==> src/rtl/pipe_pkg.sv <==
// Shared definitions for the CPU pipeline-stage registers: control bit
// positions, per-stage bundle widths, the bubble constant and skid states.
package pipe_pkg;

    // Control bundle bit positions
    localparam int REGDST    = 0;
    localparam int ALUSRC    = 1;
    localparam int MEMTOREG  = 2;
    localparam int REGWRITE  = 3;
    localparam int MEMREAD   = 4;
    localparam int MEMWRITE  = 5;
    localparam int ALUOP_LSB = 6;
    localparam int ALUOP_MSB = 7;

    // Default bundle widths per pipeline boundary
    localparam int IFID_CTRL_W  = 8;
    localparam int IFID_DATA_W  = 64;   // pc+4, instruction
    localparam int IDEX_CTRL_W  = 8;
    localparam int IDEX_DATA_W  = 111;  // RS, RT, signextend, RSaddr, RTaddr, RDaddr
    localparam int EXMEM_CTRL_W = 8;
    localparam int EXMEM_DATA_W = 70;   // alu result, store data, dest, zero
    localparam int MEMWB_CTRL_W = 8;
    localparam int MEMWB_DATA_W = 69;   // load data, alu result, dest

    // All-zero control word; a bubble carries this so it can never write state.
    // Wide enough to be sliced down to any supported CTRL_W.
    localparam int          CTRL_MAX_W  = 64;
    localparam logic [63:0] CTRL_BUBBLE = 64'h0;

    // Occupancy of the two-entry skid buffer; the encoding is the entry count
    typedef enum logic [1:0] {
        ST_EMPTY = 2'd0,
        ST_ONE   = 2'd1,
        ST_FULL  = 2'd2
    } skid_state_e;

endpackage

==> src/rtl/pipe_skid_buf.sv <==
// Two-entry head/skid storage with a registered ready. The head (H) drives the
// outputs; the skid (S) catches the beat accepted while H is stalled.
module pipe_skid_buf
    import pipe_pkg::*;
#(
    parameter int CTRL_W = 8,
    parameter int DATA_W = 111
) (
    input  logic              clk_i,
    input  logic              rst_i,
    input  logic              flush_i,
    input  logic              in_valid_i,
    output logic              in_ready_o,
    input  logic [CTRL_W-1:0] in_ctrl_i,
    input  logic [DATA_W-1:0] in_data_i,
    output logic              out_valid_o,
    input  logic              out_ready_i,
    output logic [CTRL_W-1:0] out_ctrl_o,
    output logic [DATA_W-1:0] out_data_o,
    output logic [1:0]        count_o
);

    localparam logic [CTRL_W-1:0] BUBBLE_C = CTRL_BUBBLE[CTRL_W-1:0];

    skid_state_e       state_r, state_s;
    logic [CTRL_W-1:0] h_ctrl_r, h_ctrl_s, s_ctrl_r, s_ctrl_s;
    logic [DATA_W-1:0] h_data_r, h_data_s, s_data_r, s_data_s;
    logic              ready_r, ready_s;
    logic              accept_s, release_s;

    assign accept_s  = in_valid_i & ready_r;
    assign release_s = (state_r != ST_EMPTY) & out_ready_i;

    // Next-state and entry-update logic; flush overrides every handshake
    always_comb begin
        state_s  = state_r;
        h_ctrl_s = h_ctrl_r;
        h_data_s = h_data_r;
        s_ctrl_s = s_ctrl_r;
        s_data_s = s_data_r;
        if (flush_i) begin
            state_s  = ST_EMPTY;
            h_ctrl_s = BUBBLE_C;
            s_ctrl_s = BUBBLE_C;
        end else begin
            case (state_r)
                ST_EMPTY: begin
                    if (accept_s) begin
                        state_s  = ST_ONE;
                        h_ctrl_s = in_ctrl_i;
                        h_data_s = in_data_i;
                    end else begin
                        state_s = ST_EMPTY;
                    end
                end
                ST_ONE: begin
                    if (accept_s && release_s) begin
                        h_ctrl_s = in_ctrl_i;
                        h_data_s = in_data_i;
                    end else if (accept_s) begin
                        state_s  = ST_FULL;
                        s_ctrl_s = in_ctrl_i;
                        s_data_s = in_data_i;
                    end else if (release_s) begin
                        state_s  = ST_EMPTY;
                        h_ctrl_s = BUBBLE_C;
                    end else begin
                        state_s = ST_ONE;
                    end
                end
                ST_FULL: begin
                    // ready is low here, so only a release can move us
                    if (release_s) begin
                        state_s  = ST_ONE;
                        h_ctrl_s = s_ctrl_r;
                        h_data_s = s_data_r;
                        s_ctrl_s = BUBBLE_C;
                    end else begin
                        state_s = ST_FULL;
                    end
                end
                default: begin
                    state_s  = ST_EMPTY;
                    h_ctrl_s = BUBBLE_C;
                    s_ctrl_s = BUBBLE_C;
                end
            endcase
        end
        ready_s = (state_s != ST_FULL);
    end

    // Entry and occupancy registers
    always_ff @(posedge clk_i or posedge rst_i) begin
        if (rst_i) begin
            state_r  <= ST_EMPTY;
            h_ctrl_r <= BUBBLE_C;
            h_data_r <= {DATA_W{1'b0}};
            s_ctrl_r <= BUBBLE_C;
            s_data_r <= {DATA_W{1'b0}};
            ready_r  <= 1'b1;
        end else begin
            state_r  <= state_s;
            h_ctrl_r <= h_ctrl_s;
            h_data_r <= h_data_s;
            s_ctrl_r <= s_ctrl_s;
            s_data_r <= s_data_s;
            ready_r  <= ready_s;
        end
    end

    assign in_ready_o  = ready_r;
    assign out_valid_o = (state_r != ST_EMPTY);
    assign out_ctrl_o  = h_ctrl_r;
    assign out_data_o  = h_data_r;
    assign count_o     = state_r;

endmodule

==> src/rtl/pipe_stage_reg.sv <==
// Parametrised pipeline-stage register with valid, flush (bubble insertion)
// and stall. SKID=1 uses a two-entry skid buffer with a registered ready;
// SKID=0 is a single register whose ready follows out_ready_i directly.
module pipe_stage_reg
    import pipe_pkg::*;
#(
    parameter int CTRL_W = 8,
    parameter int DATA_W = 111,
    parameter int SKID   = 1
) (
    input  logic              clk_i,
    input  logic              rst_i,
    input  logic              flush_i,
    input  logic              in_valid_i,
    output logic              in_ready_o,
    input  logic [CTRL_W-1:0] in_ctrl_i,
    input  logic [DATA_W-1:0] in_data_i,
    output logic              out_valid_o,
    input  logic              out_ready_i,
    output logic [CTRL_W-1:0] out_ctrl_o,
    output logic [DATA_W-1:0] out_data_o,
    output logic [1:0]        count_o
);

    if (SKID != 0) begin : g_skid
        pipe_skid_buf #(
            .CTRL_W (CTRL_W),
            .DATA_W (DATA_W)
        ) u_skid (
            .clk_i       (clk_i),
            .rst_i       (rst_i),
            .flush_i     (flush_i),
            .in_valid_i  (in_valid_i),
            .in_ready_o  (in_ready_o),
            .in_ctrl_i   (in_ctrl_i),
            .in_data_i   (in_data_i),
            .out_valid_o (out_valid_o),
            .out_ready_i (out_ready_i),
            .out_ctrl_o  (out_ctrl_o),
            .out_data_o  (out_data_o),
            .count_o     (count_o)
        );
    end else begin : g_reg
        localparam logic [CTRL_W-1:0] BUBBLE_C = CTRL_BUBBLE[CTRL_W-1:0];

        logic              valid_r;
        logic [CTRL_W-1:0] ctrl_r;
        logic [DATA_W-1:0] data_r;
        logic              ready_s;
        logic              accept_s;
        logic              release_s;

        assign ready_s   = ~valid_r | out_ready_i;
        assign accept_s  = in_valid_i & ready_s;
        assign release_s = valid_r & out_ready_i;

        // Single head register: flush, then load, then drain to a bubble
        always_ff @(posedge clk_i or posedge rst_i) begin
            if (rst_i) begin
                valid_r <= 1'b0;
                ctrl_r  <= BUBBLE_C;
                data_r  <= {DATA_W{1'b0}};
            end else if (flush_i) begin
                valid_r <= 1'b0;
                ctrl_r  <= BUBBLE_C;
            end else if (accept_s) begin
                valid_r <= 1'b1;
                ctrl_r  <= in_ctrl_i;
                data_r  <= in_data_i;
            end else if (release_s) begin
                valid_r <= 1'b0;
                ctrl_r  <= BUBBLE_C;
            end else begin
                valid_r <= valid_r;
            end
        end

        assign in_ready_o  = ready_s;
        assign out_valid_o = valid_r;
        assign out_ctrl_o  = ctrl_r;
        assign out_data_o  = data_r;
        assign count_o     = {1'b0, valid_r};
    end

endmodule

==> config.mk <==
export PLATFORM = sky130hd
export DESIGN_NAME = pipe_stage_reg
export DESIGN_NICKNAME = d
export VERILOG_FILES = /design/src/rtl/pipe_pkg.sv /design/src/rtl/pipe_skid_buf.sv /design/src/rtl/pipe_stage_reg.sv
export SDC_FILE = /design/constraint.sdc
export NUM_CORES = 1
export LEC_CHECK = 0
export BUFFER_PORTS_ARGS = -buffer_cell sky130_fd_sc_hd__buf_2
export CORE_MARGIN = 10
export CORE_UTILIZATION = 55
export DETAILED_ROUTE_END_ITERATION = 7
export PLACE_DENSITY_LB_ADDON = 0.2
export SYNTH_ARGS = -nofsm -noshare
export SYNTH_HDL_FRONTEND = slang
export SYNTH_HIERARCHICAL = 1
export SYNTH_SLANG_ARGS = --single-unit
==> constraint.sdc <==
create_clock -name clk_i -period 11.13 [get_ports clk_i]
set_input_delay 1.113 -clock clk_i [delete_from_list [all_inputs] [get_ports clk_i]]
set_output_delay 1.113 -clock clk_i [all_outputs]
set_load 0.005 [all_outputs]
After elaboration in Yosys (flattened, before gate mapping). Cells that the tools add are included.

Eq/ne operators: 13. Reduce and logical (&&, ||, !) cells: 8. Bitwise operators: 4. Mux-type cells: 21.

Operators with widths (count): two-way mux 111 bit (3); case mux 111 bit (3 select lines) (1); two-way mux 8 bit (8); case mux 8 bit (3 select lines) (2); AND reduction 4 bit (3); inequality test 3 x 2 -> 1 bit, second input constant (3); two-way mux 2 bit (4); inequality test 2 x 1 -> 1 bit, second input constant (3); case mux 2 bit (3 select lines) (1); AND reduction 5 bit (1); inequality test 2 bit, second input constant (2); inequality test 4 x 2 -> 1 bit, second input constant (1); inequality test 4 bit, second input constant (1); inequality test 3 bit, second input constant (1); nonzero test 3 bit (1); AND 1 bit (2); == test 2 x 1 -> 1 bit, second input constant (1); == test 2 bit, second input constant (1); logical NOT 2 bit (1); two-way mux 1 bit (2); NOT 1 bit (2); nonzero test 2 bit (1); logical AND 1 bit (1).

Word-level logic and storage cells: 52. Flip-flop bits (word level): 241. Input port bits: 124. Output and inout port bits: 123.

Longest topological paths before layout. Gate-level depths: netlist of the first run.

Word-level depth: 8. Gate-level depth with buffers: 9. Depth with buffers taken out: 4.

Worst setup path after synthesis of the first run. Ideal clock, no wire load.

Path type: input-to-reg. From: input flush_i. To: register g_skid.u_skid.s_data_r[0]. Required time: 11005 ps. Slack: 8699 ps. Setup time: 125 ps. Cell stages on the path: 8. Arrival: 2306 ps. Cell sequence: nor2_1 and2_1 buf_6 nor2b_4 buf_6 buf_6 buf_6 mux2_4.

Longest elaborated chain between the ends: 2.

Ends and longest elaborated chain: start: declaration (RTL line pipe_stage_reg.sv:13) `input logic flush_i,`; NOT 1 bit (no source line); AND reduction 4 bit (no source line); end signal: assignment (RTL line pipe_skid_buf.sv:99) `s_data_r <= {DATA_W{1'b0}};`; end signal: assignment (RTL line pipe_skid_buf.sv:106) `s_data_r <= s_data_s;`; end: declaration (RTL line pipe_skid_buf.sv:27) `logic [DATA_W-1:0] h_data_r, h_data_s, s_data_r, s_data_s;`.

No other way between the ends. A chain may end at the register's enable or synchronous reset.

Final worst setup path of the first run.
From: input flush_i. To: register g_skid.u_skid.s_data_r[87].

The elaborated chain is that of the path after synthesis.

==> summary by stage, run 1 <==
Yosys
The post-synth net total is 1,063. The dominant synthesized flop cell is sky130_fd_sc_hd__dfrtp_1. The proportion of netlist area held by the largest area contributor is 57.9%.

The most common cell in the synthesized netlist is sky130_fd_sc_hd__dfrtp_1. Sorting the synthesized cells by area gives the leading types as sky130_fd_sc_hd__dfrtp_1, sky130_fd_sc_hd__mux2_4, sky130_fd_sc_hd__nand2_1. The post-synthesis instance area is 10,400 sq um. Yosys printed 6 warnings. After synthesis, the share of flip-flops with an asynchronous set or reset is 100%.

The number of synthesized flops with an enable pin is 0. The post-synthesis area per instance is 11.1 sq um. The synthesized flop and latch total is 241.

After synthesis, the netlist uses 31 different library cells. In the synthesized netlist, the cells that appear most often are sky130_fd_sc_hd__dfrtp_1, sky130_fd_sc_hd__nand2_1, sky130_fd_sc_hd__nor2_1. The instance count of the mapped netlist is 939.

The cell type with the largest total area after synthesis is sky130_fd_sc_hd__dfrtp_1. The sequential share of the synthesized area is 58.1%.

Floorplan
The die height is 157 microns. The core footprint is 18,600 sq um. The initial utilization of the core area, before any placement, comes to 55.7%.

The die extent in x is 157 microns. 247 I/O pins were placed. The total number of placement rows is 50.

The area of the die is 24,800 sq um.

Routing
The routed wire length per instance is 18.2 microns. The vias per cell is 5.41. The via count is 7,635.

The count of nets left with antenna violations once routing finished came out at 0. The first-pass detailed-route iteration total is 5. The final wirelength is 25,600 microns. The first-iteration detailed-routing DRC count is 461. The DRC violations left is 0.

Clocking
TritonCTS built the clock tree. After clock tree synthesis, the clock-pin slew on the worst setup and hold paths is 0.06 ns. The clock net in this run drives a total of 241 sinks. CTS built an H-tree with a depth of 1. The post-cts hold buffer count is 0. The number of gates resized after CTS was 0. The largest buffer count on any clock path is 3. The number of setup buffers added after CTS is 0. TritonCTS created 26 clock buffers. In this run the clock root is driven by a sky130_fd_sc_hd__clkbuf_16.

The clock latency on the worst-skew pair is 0.51 ns.

STA
The number of hold violations in the final report is 0. The number of slew-limit violations in the final report is 0. The setup TNS is 0 ns.

The smallest clock period supported by the final layout is computed as 3.69 ns. Derived from the worst setup path, the maximum achievable clock frequency is 271 MHz. Clock skew on the completed layout was measured at 0.00894 ns. Setup repair after global routing left no endpoint under its margin. Setup violations remaining at the end of the flow were counted as 0. The worst path uses 33.1% of the clock period. The worst relative slew slack is 21.4%. The slew at the pin with the worst max-slew slack is 1.18 ns.

Global route
The maximum number of pins on one net before global-route repair is 119. The busiest layer in global routing is met2. The routing usage on met1 is 26.1%. The total track usage is 20.1%. The number of global-route vias before repair is 7,756.

Global routing used 32.1% of the available met2 tracks. The final global-route overflow total is 0. The first global-routing pass estimated 40,700 microns of wire. The initial antenna violation count is 7. The routing usage on met3 is 5.35%.

Status
The run finished with clean final reports.

Layout
The total of fill cells in the finished design is 1,443. Compared with the post-synthesis result, the final layout area differs by 20.3%. The area of all placed cells without fillers is 12,500 sq um. After the last flow step, the layout net total stands at 1,276. The proportion of layout cells with a drive suffix above 1 is 36.3%.

Placed design
Detailed placement ended at an HPWL of 16,100 microns. In this run the cell area measured after placement is 11,600 sq um. The final weighted congestion in routability-driven placement is 0.743. The number of I/O port buffers is 246.

Worst setup path
The worst-path maximum fanout is 61. The worst setup path is of the primary input to flop kind. The worst setup path is launched from a primary input. Data on the critical path is required at its endpoint by 11.53 ns. Walking the worst path, the cells encountered are buf_2 -> nor2_1 -> and2_1 -> nor2b_4 -> buf_4 -> buf_4 -> mux2_4. For the worst setup path, the data arrival time is 4.08 ns. The slowest cell on the critical path is sky130_fd_sc_hd__buf_4. The most frequent cell on the critical path is sky130_fd_sc_hd__buf_4.

The delay of the slowest cell on the worst path is 0.91 ns. Measured in cells, the most critical reg-to-reg path has a length of 6. The critical path endpoint category is a flop.

Job
The count of max-cap constraint violations is 0.

Pwr
The cell area power density is 202 nW/um^2. The highest ir drop seen on vdd is 0.000110 V. For this design the static power due to leakage is 5.85 nW.

Worst hold path
The worst hold path belongs to the class flop to flop. The hold path depth is 1.
[worst max-delay path, delay by kind of cell]
family / cells / cell delay, ns
buf+inv: 3 / 1.80
mux: 1 / 0.36
simple gates: 3 / 0.74
[where the power goes]
part / internal, mW / switching, mW / leakage (nW)
sequential: 1.09 / 0.119 / 2.84
clock: 0.519 / 0.338 / 0.403
combinational: 0.266 / 0.197 / 2.61
total: 1.87 / 0.654 / 5.85
[cells in the final DEF (no fill, tap or decap), types with 2 or more instances in the layout]
cell type                    count
sky130_fd_sc_hd__a21oi_1        11
sky130_fd_sc_hd__a22oi_1         7
sky130_fd_sc_hd__a31o_2          8
sky130_fd_sc_hd__a31oi_1       111
sky130_fd_sc_hd__buf_2         246
sky130_fd_sc_hd__buf_4           8
sky130_fd_sc_hd__bufinv_16       2
sky130_fd_sc_hd__clkbuf_1       11
sky130_fd_sc_hd__clkbuf_16      27
sky130_fd_sc_hd__clkbuf_8        4
sky130_fd_sc_hd__clkinvlp_4      3
sky130_fd_sc_hd__dfrtp_1       240
sky130_fd_sc_hd__diode_2         5
sky130_fd_sc_hd__mux2_2         51
sky130_fd_sc_hd__mux2_4         68
sky130_fd_sc_hd__nand2_1       223
sky130_fd_sc_hd__nor2_1        124
sky130_fd_sc_hd__nor3b_1         8
[routing by layer]
metal  wire length, microns  part of all wire [%]
met3                   1950                   7.6
met4                    518                   2.0
met2                  12100                    47
met5                     27                  0.11
met1                  11000                    43
[sequential cells by signal (all words and copies together), names as in the netlist]
name and cells:
g_skid.u_skid/out_data_o 111, g_skid.u_skid/s_data_r 111, g_skid.u_skid/out_ctrl_o 8, g_skid.u_skid/s_ctrl_r 8
g_skid.u_skid/count_o 2, g_skid.u_skid/in_ready_o 1
[final timing paths]
kind	startpoint	endpoint	slack [ns]
worst max-delay path	flush_i	g_skid.u_skid/s_data_r[87]$_DFFE_PP0P_	7.44
worst min-delay path	g_skid.u_skid/s_data_r[39]$_DFFE_PP0P_	g_skid.u_skid/s_data_r[39]$_DFFE_PP0P_	0.51
worst max register to register	g_skid.u_skid/count_o[1]$_DFF_PP0_	g_skid.u_skid/s_data_r[87]$_DFFE_PP0P_	7.52
worst min register to register	g_skid.u_skid/s_data_r[39]$_DFFE_PP0P_	g_skid.u_skid/s_data_r[39]$_DFFE_PP0P_	0.51
min in group asynchronous	rst_i	g_skid.u_skid/s_data_r[53]$_DFFE_PP0P_	0.73
max in group asynchronous	rst_i	g_skid.u_skid/s_data_r[11]$_DFFE_PP0P_	8.93
[cell type report]
cell class	count	area (sq um)	share of cell area (%)
Sequential cell	241	6030	48.3
Antenna cell	5	12.5	0.100
Inverter	2	15.0	0.120
Tap cell	234	293	2.34
Timing Repair Buffer	254	1290	10.3
Multi-Input combinational cell	627	3990	32.0
Clock inverter	5	82.6	0.661
Clock buffer	42	772	6.18
[logic make-up after synthesis]
logic type             share of synthesized area, %
AO/OA/AOI/OAI                                  8.82
multiplexers                                   15.4
flip-flops                                     58.1
XOR/XNOR                                      0.169
buffers and inverters                          3.66
AND/OR/NAND/NOR                                13.9
[through the flow]
| stage | power (mW) | setup slack, ns | instances | utilization [%] | hold slack (ns) |
|---|---|---|---|---|---|
| CTS | 2.55 | 7.46 | 1405 | 66.9 | 0.508 |
| global route | 2.66 | 7.23 | 1407 | 67.0 | 0.518 |
| finish | 2.53 | 7.44 | 1410 | 67.0 | 0.506 |
| global placement | 1.66 | 6.96 | 1358 | 62.3 | 0.489 |
| detailed placement | 1.68 | 6.91 | 1358 | 62.3 | 0.492 |
| floorplan | 1.49 | 3.40 | 939 | - | 0.480 |
(Power assumes the default switching activity.)
==> inputs of run 2 (changes only) <==
--- a/config.mk
+++ b/config.mk
@@ -7,7 +7,7 @@
 export LEC_CHECK = 0
 export BUFFER_PORTS_ARGS = -buffer_cell sky130_fd_sc_hd__buf_2
 export CORE_MARGIN = 10
-export CORE_UTILIZATION = 55
+export CORE_UTILIZATION = 49
 export DETAILED_ROUTE_END_ITERATION = 7
 export PLACE_DENSITY_LB_ADDON = 0.2
 export SYNTH_ARGS = -nofsm -noshare
==> constraint.sdc (replaced) <==
create_clock -name clk_i -period 3.2 [get_ports clk_i]
set_input_delay 0.32 -clock clk_i [delete_from_list [all_inputs] [get_ports clk_i]]
set_output_delay 0.32 -clock clk_i [all_outputs]
set_load 0.005 [all_outputs]
==> summary by stage, run 2 (synthesis results as in run 1) <==
STA
The number of hold violations in the final report is 0. Setup repair after global routing left no endpoint under its margin. The setup violation total in the final timing report is 0.

The worst path needs 2.33 ns of the cycle, external delays included. The worst relative slew slack is 45.8%. For this run, the top clock speed supported by timing is 430 MHz. The fraction of the cycle the final worst path needs is 72.7%. On the final layout, the worst hold slack is 0.0459 ns. The smallest setup slack after layout is 0.874 ns. The number of slew-limit violations in the final report is 0. For the pin with the worst max-slew slack, the measured transition is 0.812 ns. The worst clock skew is 0.0154 ns.

Floorplan
The die is 166 microns tall. The die extent in x is 166 microns. Pin placement for this block handled 247 I/O pins. The initial utilization of the core area, before any placement, comes to 49.5%. The area of the die is 27,400 sq um. The total number of placement rows is 53. The core region is 21,000 sq um.

Pwr
The total leakage power is 5.95 nW. The fraction of power consumed by combinational cells is 18.5%. The internal power summed over all cells is 6.52 mW. The net switching power is 2.25 mW. The portion of total power attributed to the clock network is 33.6%.

Dividing total power by cell area gives a power density of 691 nW/um^2. Sequential cells account for 47.9% of the total power. The switching share of power is 25.7%. Across the VDD grid, the largest voltage drop is 0.000468 V. The design draws 8.78 mW.

Routing
For this run, design rule violations remaining after detail routing come to 0. The first-iteration detailed-routing DRC count is 391. The routed design has 26,100 microns of wire. The vias per cell is 5.22. The via count is 7,583. After detailed routing, the average wire length per cell comes to 17.9 microns. The first-pass detailed-route iteration total is 4.

The count of nets left with antenna violations once routing finished came out at 0.

Layout
The library cells used most frequently in the layout, excluding fill and tap cells, are sky130_fd_sc_hd__buf_2, sky130_fd_sc_hd__dfrtp_1, sky130_fd_sc_hd__nand2_1. Cells fill 60.6% of the core in the end. After filler insertion, the fill cell instance count of the layout stands at 1,727. In the final design database the tool counted 1,287 nets. The growth of design area from synthesis to finish is 22.4%. Cells with a size suffix above 1 make up 37.1% of the layout. Once layout is done, the placed cells without fillers occupy 12,700 sq um. The most common cell after layout, fill and taps aside is sky130_fd_sc_hd__buf_2.

Clocking
CTS built an H-tree with a depth of 1. The post-CTS repair timing setup buffer count is 0. Clock tree synthesis found a total of 241 sinks. The CTS tree is done.

The largest buffer count on any clock path is 3. In this run, CTS created clock tree buffers numbering 26. The clock latency on the worst-skew pair is 0.51 ns.

The root buffer cell chosen for the clock tree is sky130_fd_sc_hd__clkbuf_16. After clock tree synthesis, the clock-pin slew on the worst setup and hold paths is 0.06 ns.

Placed design
The instance area at placement is 11,800 sq um. Detailed placement finished with a half-perimeter wire length of 17,200 microns. The final weighted congestion in routability-driven placement is 0.788. Buffers placed on the I/O ports in this run total 246. The worst-case setup slack after placement is 0.796 ns.

Status
The run finished with clean final reports.

Worst setup path
STA classifies the critical path startpoint as a flop. The worst endpoint required time is 3.59 ns. The worst setup path is of the flop to flop kind. The first element of the critical path is g_skid.u_skid/count_o[0]$_DFF_PP0_. At the worst endpoint, the arrival time is 2.72 ns.

The worst register-to-register path begins at g_skid.u_skid/count_o[0]$_DFF_PP0_. The critical path endpoint category is a flop. In this run the worst path has a maximum fanout of 44.

Global route
Entering global routing, the biggest net connects 97 pins. In the global route stage, met2 resource usage came out at 29.9%. The busiest layer in global routing is met2. The total track usage is 18.4%. Summed over all layers, the global routing overflow is 0. For met3 alone, demand over resource in global routing was 3.99%. The initial antenna violation count came to 1. The number of global-route vias before repair came to 7,815. The first global-routing pass estimated 41,300 microns of wire. The routing usage on met1 is 24.3%.

Worst hold path
The launch point of the worst hold path is in_data_i[3]. The min-delay analysis places its worst path in the category primary input to flop.

Job
The tool flagged a number of max-cap violations equal to 0.
run 2: timing repair:
action                                  in CTS  in global routing
gates resized for setup                      0                  0
hold buffers                                 1                  0
hold endpoints to repair                    22                  0
endpoints found under the setup margin       0                  0
run 2: power by group through the flow:
stage | Clock, mW | Sequential (mW) | Combinational [mW]
2_1_floorplan | 0 | 4.17 | 1.02
3_3_place_gp | 0 | 4.22 | 1.59
3_5_place_dp | 0 | 4.23 | 1.66
4_1_cts | 3.04 | 4.20 | 1.66
5_1_grt | 3.16 | 4.30 | 1.80
6_report | 2.95 | 4.20 | 1.62
run 2: worst paths after layout:
check / to / slack [ns] / cells after the start
max: g_skid.u_skid/s_data_r[34]$_DFFE_PP0P_ / 0.87 / 4
min: g_skid.u_skid/s_data_r[3]$_DFFE_PP0P_ / 0.05 / 2
max reg2reg: g_skid.u_skid/s_data_r[34]$_DFFE_PP0P_ / 0.87 / 4
min reg2reg: g_skid.u_skid/s_data_r[68]$_DFFE_PP0P_ / 0.50 / 1
max in group asynchronous: g_skid.u_skid/in_ready_o$_DFF_PP1_ / 1.82 / 5
min in group asynchronous: g_skid.u_skid/s_data_r[107]$_DFFE_PP0P_ / 0.44 / 3
run 2: area by class of cell:
cell class / count / area (sq um) / area share (%)
Multi-Input combinational cell: 627 / 3990 / 31.4
Sequential cell: 241 / 6030 / 47.5
Antenna cell: 1 / 2.50 / 0.0197
Timing Repair Buffer: 265 / 1480 / 11.6
Tap cell: 275 / 344 / 2.71
Clock inverter: 6 / 80.1 / 0.630
Inverter: 2 / 11.3 / 0.0887
Clock buffer: 37 / 763 / 6.01
run 2: worst max-delay path, stage by stage, from the launching register on:
cell	delay [ns]
sky130_fd_sc_hd__dfrtp_1	0.57
sky130_fd_sc_hd__and2_1	0.43
sky130_fd_sc_hd__nor2b_4	0.42
sky130_fd_sc_hd__buf_12	0.36
sky130_fd_sc_hd__mux2_2	0.38
run 2: per-layer routing:
metal | up-vias | wire (microns)
met5 | - | 12
met1 | 3684 | 11300
met3 | 41 | 1690
met2 | 205 | 12400
met4 | 2 | 624
li1 | 3651 | -
run 2: per-stage QoR:
| stage | instances | TNS, ns |
|---|---|---|
| floorplan | 939 | -67.44 |
| finish | 1454 | 0 |
| global route | 1453 | 0 |
| detailed placement | 1409 | 0 |
| CTS | 1453 | 0 |
| global placement | 1409 | 0 |
